**src/rtl/reg_mask_encoder.sv**
```systemverilog
`default_nettype none
// ============================================================================
// Module   : reg_mask_encoder
// Purpose  : Captures a 16-bit register-select mask and emits the index of
//            each selected register, lowest first, one per accepted Ack.
//            A Done pulse marks the end of every accepted Load, including a
//            Load whose effective mask is empty.
// Ports    : clk        - system clock, rising edge
//            rst        - synchronous active-high reset
//            Load       - capture Mask (honoured only while Ready)
//            Mask[15:0] - register-select vector, bit i selects register i
//            Ack        - consumer accepts RegId (honoured only while Valid)
//            Ready      - idle and able to accept Load
//            Valid      - RegId holds a pending register index
//            RegId[3:0] - lowest set bit index of the pending mask
//            Remaining  - population count of the pending mask (0..16)
//            Done       - one-cycle pulse when a loaded mask is drained
// Options  : MASK_ENC_SKIP_R0_EN - when defined, bit 0 of Mask is ignored so
//            register 0 is never emitted nor counted.
// Revision : 1.0 - initial release
// ============================================================================
module reg_mask_encoder (
    input  logic        clk,
    input  logic        rst,
    input  logic        Load,
    input  logic [15:0] Mask,
    input  logic        Ack,
    output logic        Ready,
    output logic        Valid,
    output logic [3:0]  RegId,
    output logic [4:0]  Remaining,
    output logic        Done
);

    localparam logic [0:0] S_IDLE = 1'b0;
    localparam logic [0:0] S_EMIT = 1'b1;

    logic [0:0]  r_state;
    logic [15:0] r_mask;
    logic [4:0]  r_remaining;
    logic        r_done;

    logic [0:0]  w_state_nxt;
    logic [15:0] w_mask_nxt;
    logic [4:0]  w_remaining_nxt;
    logic        w_done_nxt;

    logic [15:0] w_eff_mask;
    logic [3:0]  w_low_idx;
    logic [15:0] w_low_onehot;

    function automatic logic [4:0] popcount16(input logic [15:0] v);
        logic [4:0] cnt;
        cnt = 5'd0;
        for (int i = 0; i < 16; i++) begin
            cnt = cnt + 5'(v[i]);
        end
        return cnt;
    endfunction

`ifdef MASK_ENC_SKIP_R0_EN
    assign w_eff_mask = {Mask[15:1], 1'b0};
`else
    assign w_eff_mask = Mask;
`endif

    // Scan from the top down so the last hit, i.e. the lowest set bit, wins.
    always_comb begin
        w_low_idx = 4'd0;
        for (int i = 15; i >= 0; i--) begin
            if (r_mask[i]) begin
                w_low_idx = 4'(i);
            end
        end
    end

    assign w_low_onehot = 16'd1 << w_low_idx;

    always_comb begin
        w_state_nxt     = r_state;
        w_mask_nxt      = r_mask;
        w_remaining_nxt = r_remaining;
        w_done_nxt      = 1'b0;
        case (r_state)
            S_IDLE: begin
                if (Load) begin
                    if (w_eff_mask == 16'd0) begin
                        // Empty request still completes, with no emission.
                        w_done_nxt = 1'b1;
                    end else begin
                        w_state_nxt     = S_EMIT;
                        w_mask_nxt      = w_eff_mask;
                        w_remaining_nxt = popcount16(w_eff_mask);
                    end
                end
            end
            S_EMIT: begin
                if (Ack) begin
                    w_mask_nxt      = r_mask & ~w_low_onehot;
                    w_remaining_nxt = r_remaining - 5'd1;
                    if (r_remaining == 5'd1) begin
                        w_state_nxt = S_IDLE;
                        w_done_nxt  = 1'b1;
                    end
                end
            end
            default: begin
                w_state_nxt     = S_IDLE;
                w_mask_nxt      = 16'd0;
                w_remaining_nxt = 5'd0;
            end
        endcase
    end

    always_ff @(posedge clk) begin
        if (rst) begin
            r_state     <= S_IDLE;
            r_mask      <= 16'd0;
            r_remaining <= 5'd0;
            r_done      <= 1'b0;
        end else begin
            r_state     <= w_state_nxt;
            r_mask      <= w_mask_nxt;
            r_remaining <= w_remaining_nxt;
            r_done      <= w_done_nxt;
        end
    end

    assign Ready     = (r_state == S_IDLE);
    assign Valid     = (r_state == S_EMIT);
    assign RegId     = (r_state == S_EMIT) ? w_low_idx : 4'd0;
    assign Remaining = r_remaining;
    assign Done      = r_done;

endmodule
`default_nettype wire

```
**config.mk**
```make
export PLATFORM = sky130hd
export DESIGN_NAME = reg_mask_encoder
export DESIGN_NICKNAME = d
export VERILOG_FILES = /design/src/rtl/reg_mask_encoder.sv
export SDC_FILE = /design/constraint.sdc
export NUM_CORES = 1
export LEC_CHECK = 0
export BUFFER_PORTS_ARGS = -buffer_cell sky130_fd_sc_hd__buf_4
export CORE_UTILIZATION = 40
export CTS_CLUSTER_DIAMETER = 200
export DETAILED_ROUTE_END_ITERATION = 8
export MAX_ROUTING_LAYER = met4
export SYNTH_ARGS = -nofsm -noshare
export SYNTH_HDL_FRONTEND = slang
export SYNTH_SLANG_ARGS = --single-unit
```
**constraint.sdc**
```tcl
create_clock -name clk -period 4.2 [get_ports clk]
set_input_delay 0.84 -clock clk [delete_from_list [all_inputs] [get_ports clk]]
set_output_delay 0.84 -clock clk [all_outputs]
set_load 0.01 [all_outputs]
```
### After elaboration in Yosys (flattened, before gate mapping)

Cells that the tools add are included.

* bits in registers: 23
* latch bits: 0
* bits in writable memories: 0
* memory bits (read-only): 0
* input bits: 20
* memories: 0

* add/subtract/negate cells: 16
* multipliers: 0
* div/mod/pow operators: 0
* $lt $le $gt $ge: 0
* equality and inequality tests: 4
* shift operators: 1
* muxes and demuxes: 35
* bitwise gates (word level): 3
* reduce and logical (&&, ||, !) cells: 2

Operator list (number)
* two-way mux 4 bit: 17
* adder 5 x 1 -> 5 bit: 11
* two-way mux 16 bit: 3
* case mux 16 bit (2 select lines): 1
* AND 16 bit: 1
* zero test 16 bit: 1
* inverter 16 bit: 1
* << shifter 1 x 4 -> 16 bit (first input constant): 1
* two-way mux 5 bit: 3
* case mux 5 bit (2 select lines): 1
* two-way mux 1 bit: 8
* != test 2 bit (second input constant): 3
* adder 4 x 1 -> 5 bit: 1
* == test 5 x 1 -> 1 bit (second input constant): 1
* subtractor 5 x 1 -> 5 bit (second input constant): 1
* adder 3 x 1 -> 4 bit: 1
* case mux 1 bit (2 select lines): 2
* adder 2 x 1 -> 3 bit: 1
* AND reduction 3 bit: 1
* adder 1 x 1 -> 2 bit: 1
* inverter 1 bit: 1

### Longest topological paths before layout

Gate-level depths: netlist of the first run.

* depth after elaboration: 21
* mapped depth: 14
* depth with buffers taken out: 14

### Worst setup path before layout of the first run

Ideal clock, no wire load.

* kind: input to register
* from: in Mask[0]
* to: reg r_remaining[3], in the netlist Remaining[3]
* setup time: 117 ps
* arrival time: 3944 ps
* setup slack: 139 ps
* stages on the path: 12
* path through: fa_1 inv_1 fa_1 fa_1 fa_1 inv_1 ha_1 a21o_1 a21oi_1 xor2_1 o21ai_0 a32o_1

* cells in the longest elaborated chain, start to end: 18

RTL lines
* start, declared: RTL line 26 `input logic [15:0] Mask,`
* adder 1 x 1 -> 2 bit: RTL line 56 `cnt = cnt + 5'(v[i]);`
* adder 2 x 1 -> 3 bit: RTL line 56
* adder 3 x 1 -> 4 bit: RTL line 56
* adder 4 x 1 -> 5 bit: RTL line 56
* adder 5 x 1 -> 5 bit (11 in a row): RTL line 56
* two-way mux 5 bit: RTL line 87 `if (w_eff_mask == 16'd0) begin`
* two-way mux 5 bit: RTL line 86 `if (Load) begin`
* case mux 5 bit (2 select lines): RTL line 84 `case (r_state)`
* end signal, assigned: RTL line 124 `r_remaining <= w_remaining_nxt;`
* end, declared: RTL line 40 `logic [4:0] r_remaining;`

Several ways; a longest one is shown, not always the timed one. The select of a mux whose other input is x is not followed.
A chain may end at the register's enable or synchronous reset.

### Worst setup path after layout of the first run

* from: in Mask[0]
* to: reg r_remaining[2], in the netlist Remaining[2]

The elaborated chain is that of the path after synthesis.

==> results of run 1 <==
[flip-flops by register name, indices dropped and copies added, names as in the netlist]
name and cells:
Valid 1, r_mask 16, Done 1, Remaining 5
[layout make-up]
class                   instances  area [um2]
repair buffers                 37       277.8
inverters                      27       101.3
flip-flops and latches         23       460.4
clock buffers                   4       45.04
fillers                       447        2202
well taps                      52       65.06
multi-input cells             175        1262
[cells in the mapped netlist, types with 4 or more instances]
master / n / area (um2)
inv_1: 27 / 101.4
mux2_1: 4 / 45.04
nor2b_1: 4 / 25.02
dfxtp_1: 23 / 460.4
nand3_1: 5 / 25.02
o21ai_0: 9 / 45.04
fa_1: 10 / 200.2
o21ai_1: 6 / 30.03
nand2_1: 22 / 82.58
nor4_1: 4 / 25.02
ha_1: 8 / 100.1
nor2_1: 22 / 82.58
a21oi_1: 20 / 100.1
a31oi_1: 6 / 37.54
[cell families (layout without fill, tap and decap cells)]
logic type,after synthesis,after routing,synth area share
flip-flops,23,23,0.2485
XOR/XNOR,2,2,0.009455
buffers and inverters,33,68,0.07157
multiplexers,6,6,0.03511
AO/OA/AOI/OAI,67,67,0.2451
adder cells (fa/ha/maj),18,18,0.1621
AND/OR/NAND/NOR,82,82,0.2282
[metrics by stage]
step | setup TNS [ns] | hold WS, ns
finish | 0 | 0.4898
global route | 0 | 0.5407
CTS | 0 | 0.4878
detailed placement | -0.1842 | 0.4742
global placement | -0.2225 | 0.4651
floorplan | 0 | 0.4489
[layer usage]
layer | up-vias | global-route usage
met5 | - | -
met4 | 0 | 0.06444
met3 | 8 | 0.03896
met2 | 61 | 0.3451
met1 | 840 | 0.3279
li1 | 901 | -
[repair_timing]
action,in CTS,in global routing
hold endpoints to repair,0,0
resized for setup,0,1
endpoints found under the setup margin,0,1
setup buffers,0,0
[path summary, 6_finish.rpt]
check	end	depth (start not counted)	slack (ns)
worst max-delay path	Remaining[2]$_SDFFE_PP0P_	14	0.20
worst min register to register	Remaining[1]$_SDFFE_PP0P_	2	0.49
worst max register to register	r_mask[12]$_SDFFE_PP0P_	5	1.48
worst min-delay path	Remaining[1]$_SDFFE_PP0P_	2	0.49
[worst min-delay path, delay by kind of cell (launching register included)]
family	cells	cell delay, ns
flip-flops	1	0.34
AO/OA/AOI/OAI	1	0.05
AND/OR/NAND/NOR	1	0.06
[power groups by stage]
stage | Clock, mW | Combinational [mW] | Sequential, mW
3_3_place_gp | 0 | 0.470 | 0.292
3_5_place_dp | 0 | 0.476 | 0.292
4_1_cts | 0.153 | 0.479 | 0.286
2_1_floorplan | 0 | 0.326 | 0.286
6_report | 0.146 | 0.477 | 0.287
5_1_grt | 0.159 | 0.546 | 0.294
==> results.md, run 1 <==
- DR top layer: met4
- Final Util: 0.5011
- Yosys warns: 0
- Clk buf depth: 2
- RSZ-0062 raised after global routing: false
- Combinational share of power: 0.524
- Largest net degree at the start of global routing: 22
- Reg2reg start: Valid$_SDFF_PP0_
- Avg WL per Cell: 16.13 um
- Crit-path leading delay family: adder cells
- DP Worst Slack: -0.1054 ns
- Metal1 wirelength: 2445 um
- Status: finished clean
- Worst-skew pair later-pin latency: 0.27 ns
- CP startpoint: Mask[0]
- GPL Wtd Cong: about 0.87
- Initial antenna violation count: 0
- Die area: 4908 um2
- Diode count: 0
- Peak supply drop: 0.2334 mV
- #FFs+latches synth: 23
- Worst setup EP type: flop
- First-pass GRT wire length: between 8000 and 9000 um
- DR iter-0 viols: around 140
- Fraction of registers with async set/reset: 0
- Syn avg cell area: ~8 um2
- Root buf cell: clkbuf_8
- Slowest CP cell: fa_2
- Slew at the pin closest to its max-slew limit: 0.8655 ns
- Max H-tree Level: 1
- Hold/Removal Path Class: flop to flop
- Slew Limit Fails: 0
- Clk_skew: a little over 0.006 ns
- Finished Layout Cells: between 300 and 400
- DRC: 0
- Arrival time at the worst endpoint: 4.22 ns
- Core area: 4414 um2
- Hpwl dp: 4048 um
- Num CTS Buffers: 3
- PD cells: 411.3 nW/um2
- DP Area: 2165 um2
- Slew headroom: 0.4210
- Crit path kind: primary input to flop
- IO Port Bufs: 31
- Routed Antenna Nets: 0
- Clock Power Share: 0.161
- Sequential Power Share: 0.315
- Area growth from synthesis to layout: 19.38%
- Max Clk Rate: 0.2498 GHz
- DRT Wirelength: 5130 um
- Sequential cell area fraction in the yosys report: 0.2485
- Vias in the first global route: 1759
- Layout Nets: about 310
- Net count after synthesis: roughly 270
- Crit-path max cell delay: 0.56 ns
- Synth Cell Area: roughly 1900 um2
- Placed cells: 314
- Post-DR vias/cell: about 5.7
- Mapped Cells: between 200 and 250
- WL met2: between 2000 and 2500 um
- Most common cell after layout, fill and taps aside: buf_4
- TritonCTS clock tree: built
- Setup Viol. Count Final: 0
- Clk slew on worst S/H paths: 0.09 ns
- Commonest cells after routing, fill and taps aside: 37 x buf_4, 27 x inv_1, 23 x dfxtp_1, 22 x nor2_1, 22 x nand2_1
- CTS Hold Bufs: 0
- Most frequent CP cell: fa_1
- Sw frac: 0.4106
- Die Height: 70.06 um
- TritonRoute pass-1 iters: 4
- Final Hold Vio Count: 0
- Sinks on Clock Net: 23
- Worst path required time: 4.41 ns
- HP Start: Remaining[1]$_SDFFE_PP0P_
- Int Power: 0.5363 mW
- Crit-path cells: buf_4, fa_1, inv_1, fa_1, fa_2, fa_1, inv_1, ha_1, inv_1, fa_1, xor2_1, o21ai_0, nand2_1, a21oi_1
- Initial core utilization: 0.4198
- I/O pins: 32
- Setup crit start kind: primary input
- Routed vias: 1810
- Maxcap violations: 0
- Psw: 0.3736 mW
- Worst-path fanout max: 2
- Critical path buffers and inverters: 4
- Die width: ~70 um
- Final instance area: 2212 um2
- Routed wl met3: 318 um
- Fraction of layout cells with a size suffix above 1: 0.1767
- Final WS setup: 0.1961 ns
- Main synth FF type: dfxtp_1
- GRT Total Usage: 0.2330
- Rows: 24
- Lkg Pwr: 0.9748 nW
- Grt total ovfl: 0
- Post-synth EDFFs: 0
- Tmin final: 4.004 ns
- Unique cell type count in the Yosys netlist: 49
- Final period util: 0.9533
- Overall Power: 0.9099 mW
Note: power is estimated with default switching activity, not from simulation.
==> run 2: changes to the inputs <==
--- a/config.mk
+++ b/config.mk
@@ -6,4 +6,5 @@
 export NUM_CORES = 1
 export LEC_CHECK = 0
+export ABC_AREA = 1
 export BUFFER_PORTS_ARGS = -buffer_cell sky130_fd_sc_hd__buf_4
 export CORE_UTILIZATION = 40
==> constraint.sdc (replaced) <==
create_clock -name clk -period 4.2 [get_ports clk]
set_input_delay 0.42 -clock clk [delete_from_list [all_inputs] [get_ports clk]]
set_output_delay 0.42 -clock clk [all_outputs]
set_load 0.01 [all_outputs]
==> run 2 against run 1 <==
Effect of this change: sequential power shrank 1%; wire length shrank 5.9%; largest power group unchanged; sequential cell count unchanged; combinational power is essentially flat; non-clock buffer count fell by 4.
==> results.md, run 2 <==
- Status: finished clean
- Crit-path cells: buf_4, fa_1, inv_1, fa_1, fa_1, fa_1, inv_1, ha_1, inv_1, fa_1, inv_1, a21oi_1, nor3_1, a21oi_1, a21oi_1
- TritonRoute pass-1 iters: 4 (unchanged)
- Clk_skew: 0.002034 ns (-0.004174 ns)
- Main synth FF type: dfxtp_1
- Worst path required time: 4.40 ns (about the same)
- CTS Hold Bufs: 0 (unchanged)
- Max Clk Rate: 0.2798 GHz (+12%)
- Crit-path max cell delay: 0.54 ns (-0.02 ns)
- Top post-synthesis cells by count: 51 x inv_1, 38 x nand2_1, 28 x o21ai_0
- Unique cell type count in the Yosys netlist: 32 (-35%)
- Arrival time at the worst endpoint: 3.77 ns (-0.45 ns)
- Routed wl met3: 195 um (-39%)
- Commonest cells after routing, fill and taps aside: 51 x inv_1, 38 x nand2_1, 33 x buf_4, 28 x o21ai_0, 26 x a21oi_1
- IO Port Bufs: 31 (unchanged)
- I/O pins: 32 (unchanged)
- Die Height: 70.59 um (+0.76%)
- Top cells by area, synth: dfxtp_1 24%, fa_1 11%, inv_1 10%
- Sequential Power Share: 0.314 (about the same)
- Finished Layout Cells: 357 (+12%)
- Most common cell after layout, fill and taps aside: inv_1
- Worst hold margin: 0.3788 ns (-0.1110 ns)
- Die width: 70.59 um (+0.76%)
- Grt total ovfl: 0 (unchanged)
- Largest net degree at the start of global routing: 24 (+9.1%)
- GRT Total Usage: 0.2234 (-0.009617)
- Setup TNS after final layout: 0 ns (unchanged)
- Most frequent CP cell: fa_1
- GPL Wtd Cong: 0.9339 (+7.0%)
- Diode count: 0 (unchanged)
- TritonCTS clock tree: built
- DRT Wirelength: 4825 um (-5.9%)
- Worst-path fanout max: 3 (+1)
- Clk buf depth: 2 (unchanged)
- #FFs+latches synth: 23 (unchanged)
- Setup crit start kind: primary input
- Net count after synthesis: 314 (+17%)
- Tmin final: 3.574 ns (-0.4298 ns)
- Setup Viol. Count Final: 0 (unchanged)
- DRC: 0 (unchanged)
- Routed vias: 1862 (+2.9%)
- Synth top area share: 0.2447 (-0.003800)
- Layout Nets: 344 (+13%)
- Sw frac: 0.4296 (+0.01893)
- Area growth from synthesis to layout: 17.42%
- Sinks on Clock Net: 23 (unchanged)
- Slew at the pin closest to its max-slew limit: 0.8206 ns (-0.04492 ns)
- Clock Power Share: 0.155 (-0.006)
- Synth Cell Area: 1882 um2 (+1.6%)
- Top cell type by total area after synthesis: dfxtp_1
- Hpwl dp: 3972 um (-1.9%)
- Largest register FFs: 16 (unchanged)
- PD cells: 407.3 nW/um2 (-0.99%)
- Mapped Cells: 276 (+19%)
- Sequential cell area fraction in the yosys report: 0.2447 (-0.003800)
- WL met2: 2104 um (-8.3%)
- Clk slew on worst S/H paths: 0.08 ns (about the same)
- Avg WL per Cell: 13.52 um (-16%)
- Post-DR vias/cell: 5.216 (-8.4%)
- Psw: 0.3866 mW (+3.5%)
- Postcts setup bufs: 0 (unchanged)
- Final period util: 0.8510 (-0.1023)
- Num CTS Buffers: 3 (unchanged)
- Max H-tree Level: 1 (unchanged)
- Initial antenna violation count: 0 (unchanged)
- Metal1 wirelength: 2497 um (+2.1%)
- Final instance area: 2210 um2 (-0.11%)
- Int Power: 0.5133 mW (-4.3%)
- Yosys warns: 0 (unchanged)
- Final Hold Vio Count: 0 (unchanged)
- DR top layer: met4
- DP Area: 2163 um2 (about the same)
- First-pass GRT wire length: 8645 um (-0.95%)
- Core area: 4444 um2 (+0.68%)
- Slew headroom: 0.4522 (+0.03117)
- Worst-skew pair later-pin latency: 0.26 ns (about the same)
- Slowest CP cell: fa_1
- DR iter-0 viols: 114 (-20%)
- Reg with most FFs: r_mask
- Slew Limit Fails: 0 (unchanged)
- Routed Antenna Nets: 0 (unchanged)
- Initial core utilization: 0.4234 (+0.003639)
- Post-synth EDFFs: 0 (unchanged)
- Fraction of layout cells with a size suffix above 1: 0.1770 (+0.0003575)
- Die area: 4983 um2 (+1.5%)
- Peak supply drop: 0.2123 mV (-9.0%)
- Fraction of registers with async set/reset: 0 (unchanged)
- Root buf cell: clkbuf_8
- Crit path kind: primary input to flop
- Count leader, synth: inv_1
- Maxcap violations: 0 (unchanged)
- Vias in the first global route: 1803 (+2.5%)
- Hold/Removal Path Class: primary input to flop
- CTS resizes: 0 (unchanged)
- Syn avg cell area: 6.818 um2 (-15%)
- Worst setup EP type: flop
- Placed cells: 353 (+12%)
- Lkg Pwr: 1.054 nW (+8.1%)
- Combinational share of power: 0.531 (+0.007)
- Rows: 24 (unchanged)
- RSZ-0062 raised after global routing: false
## run 2: cell count changes after synthesis, sizes merged, moves of 8 or more
cell and change:
inv +29, o21ai +13, nand2 +19, a21oi +8, nand3 +19
## run 2: layer usage
metal / track usage / vias to the layer above
met4: 0.04667 / 0
li1: - / 955
met3: 0.01567 / 2
met5: - / -
met2: 0.3344 / 38
met1: 0.3333 / 867
## run 2: critical path: cells and delay by family
| kind | cells | cell delay [ns] |
|---|---|---|
| AO/OA/AOI/OAI | 3 | 0.31 |
| adder cells (fa/ha/maj) | 6 | 2.50 |
| buffers and inverters | 5 | 0.36 |
| AND/OR/NAND/NOR | 1 | 0.17 |
## run 2: metrics by stage
step                  util  worst slack [ns]  power (mW)
floorplan                -            0.6897      0.6341
global placement    0.4868            0.4367      0.7567
detailed placement  0.4868            0.3560      0.7663
CTS                 0.4972            0.6390      0.9070
global route        0.4972            0.4131       1.001
finish              0.4972            0.6259      0.8999
## run 2: power by group through the flow
stage,sequential [mW],combinational (mW),clock [mW]
finish,0.283,0.478,0.139
global route,0.289,0.555,0.157
CTS,0.282,0.483,0.142
detailed placement,0.287,0.479,0
global placement,0.287,0.470,0
floorplan,0.280,0.354,0
## run 2: cells by family after synthesis
| family | Yosys count | share of synthesized area |
|---|---|---|
| AND/OR/NAND/NOR | 100 | 0.2573 |
| buffers and inverters | 66 | 0.1323 |
| XOR/XNOR | 4 | 0.01862 |
| AO/OA/AOI/OAI | 65 | 0.1875 |
| adder cells (fa/ha/maj) | 18 | 0.1596 |
| flip-flops | 23 | 0.2447 |
## run 2: worst paths after layout
kind	startpoint	cells after the start	to	slack, ns
worst max register to register	Valid$_SDFF_PP0_	7	Remaining[4]$_SDFFE_PP0P_	1.88
worst min-delay path	rst	2	r_mask[0]$_SDFFE_PP0P_	0.38
worst min register to register	r_mask[0]$_SDFFE_PP0P_	2	r_mask[0]$_SDFFE_PP0P_	0.47
worst max-delay path	Mask[0]	15	Remaining[4]$_SDFFE_PP0P_	0.63
## run 2: area by class of cell
cell class              count  area [um2]
clock inverters             1       5.005
flip-flops and latches     23       460.4
multi-input cells         187        1172
well taps                  52       65.06
fillers                   497        2235
inverters                  58       217.7
clock buffers               3       41.29
repair buffers             33       247.7
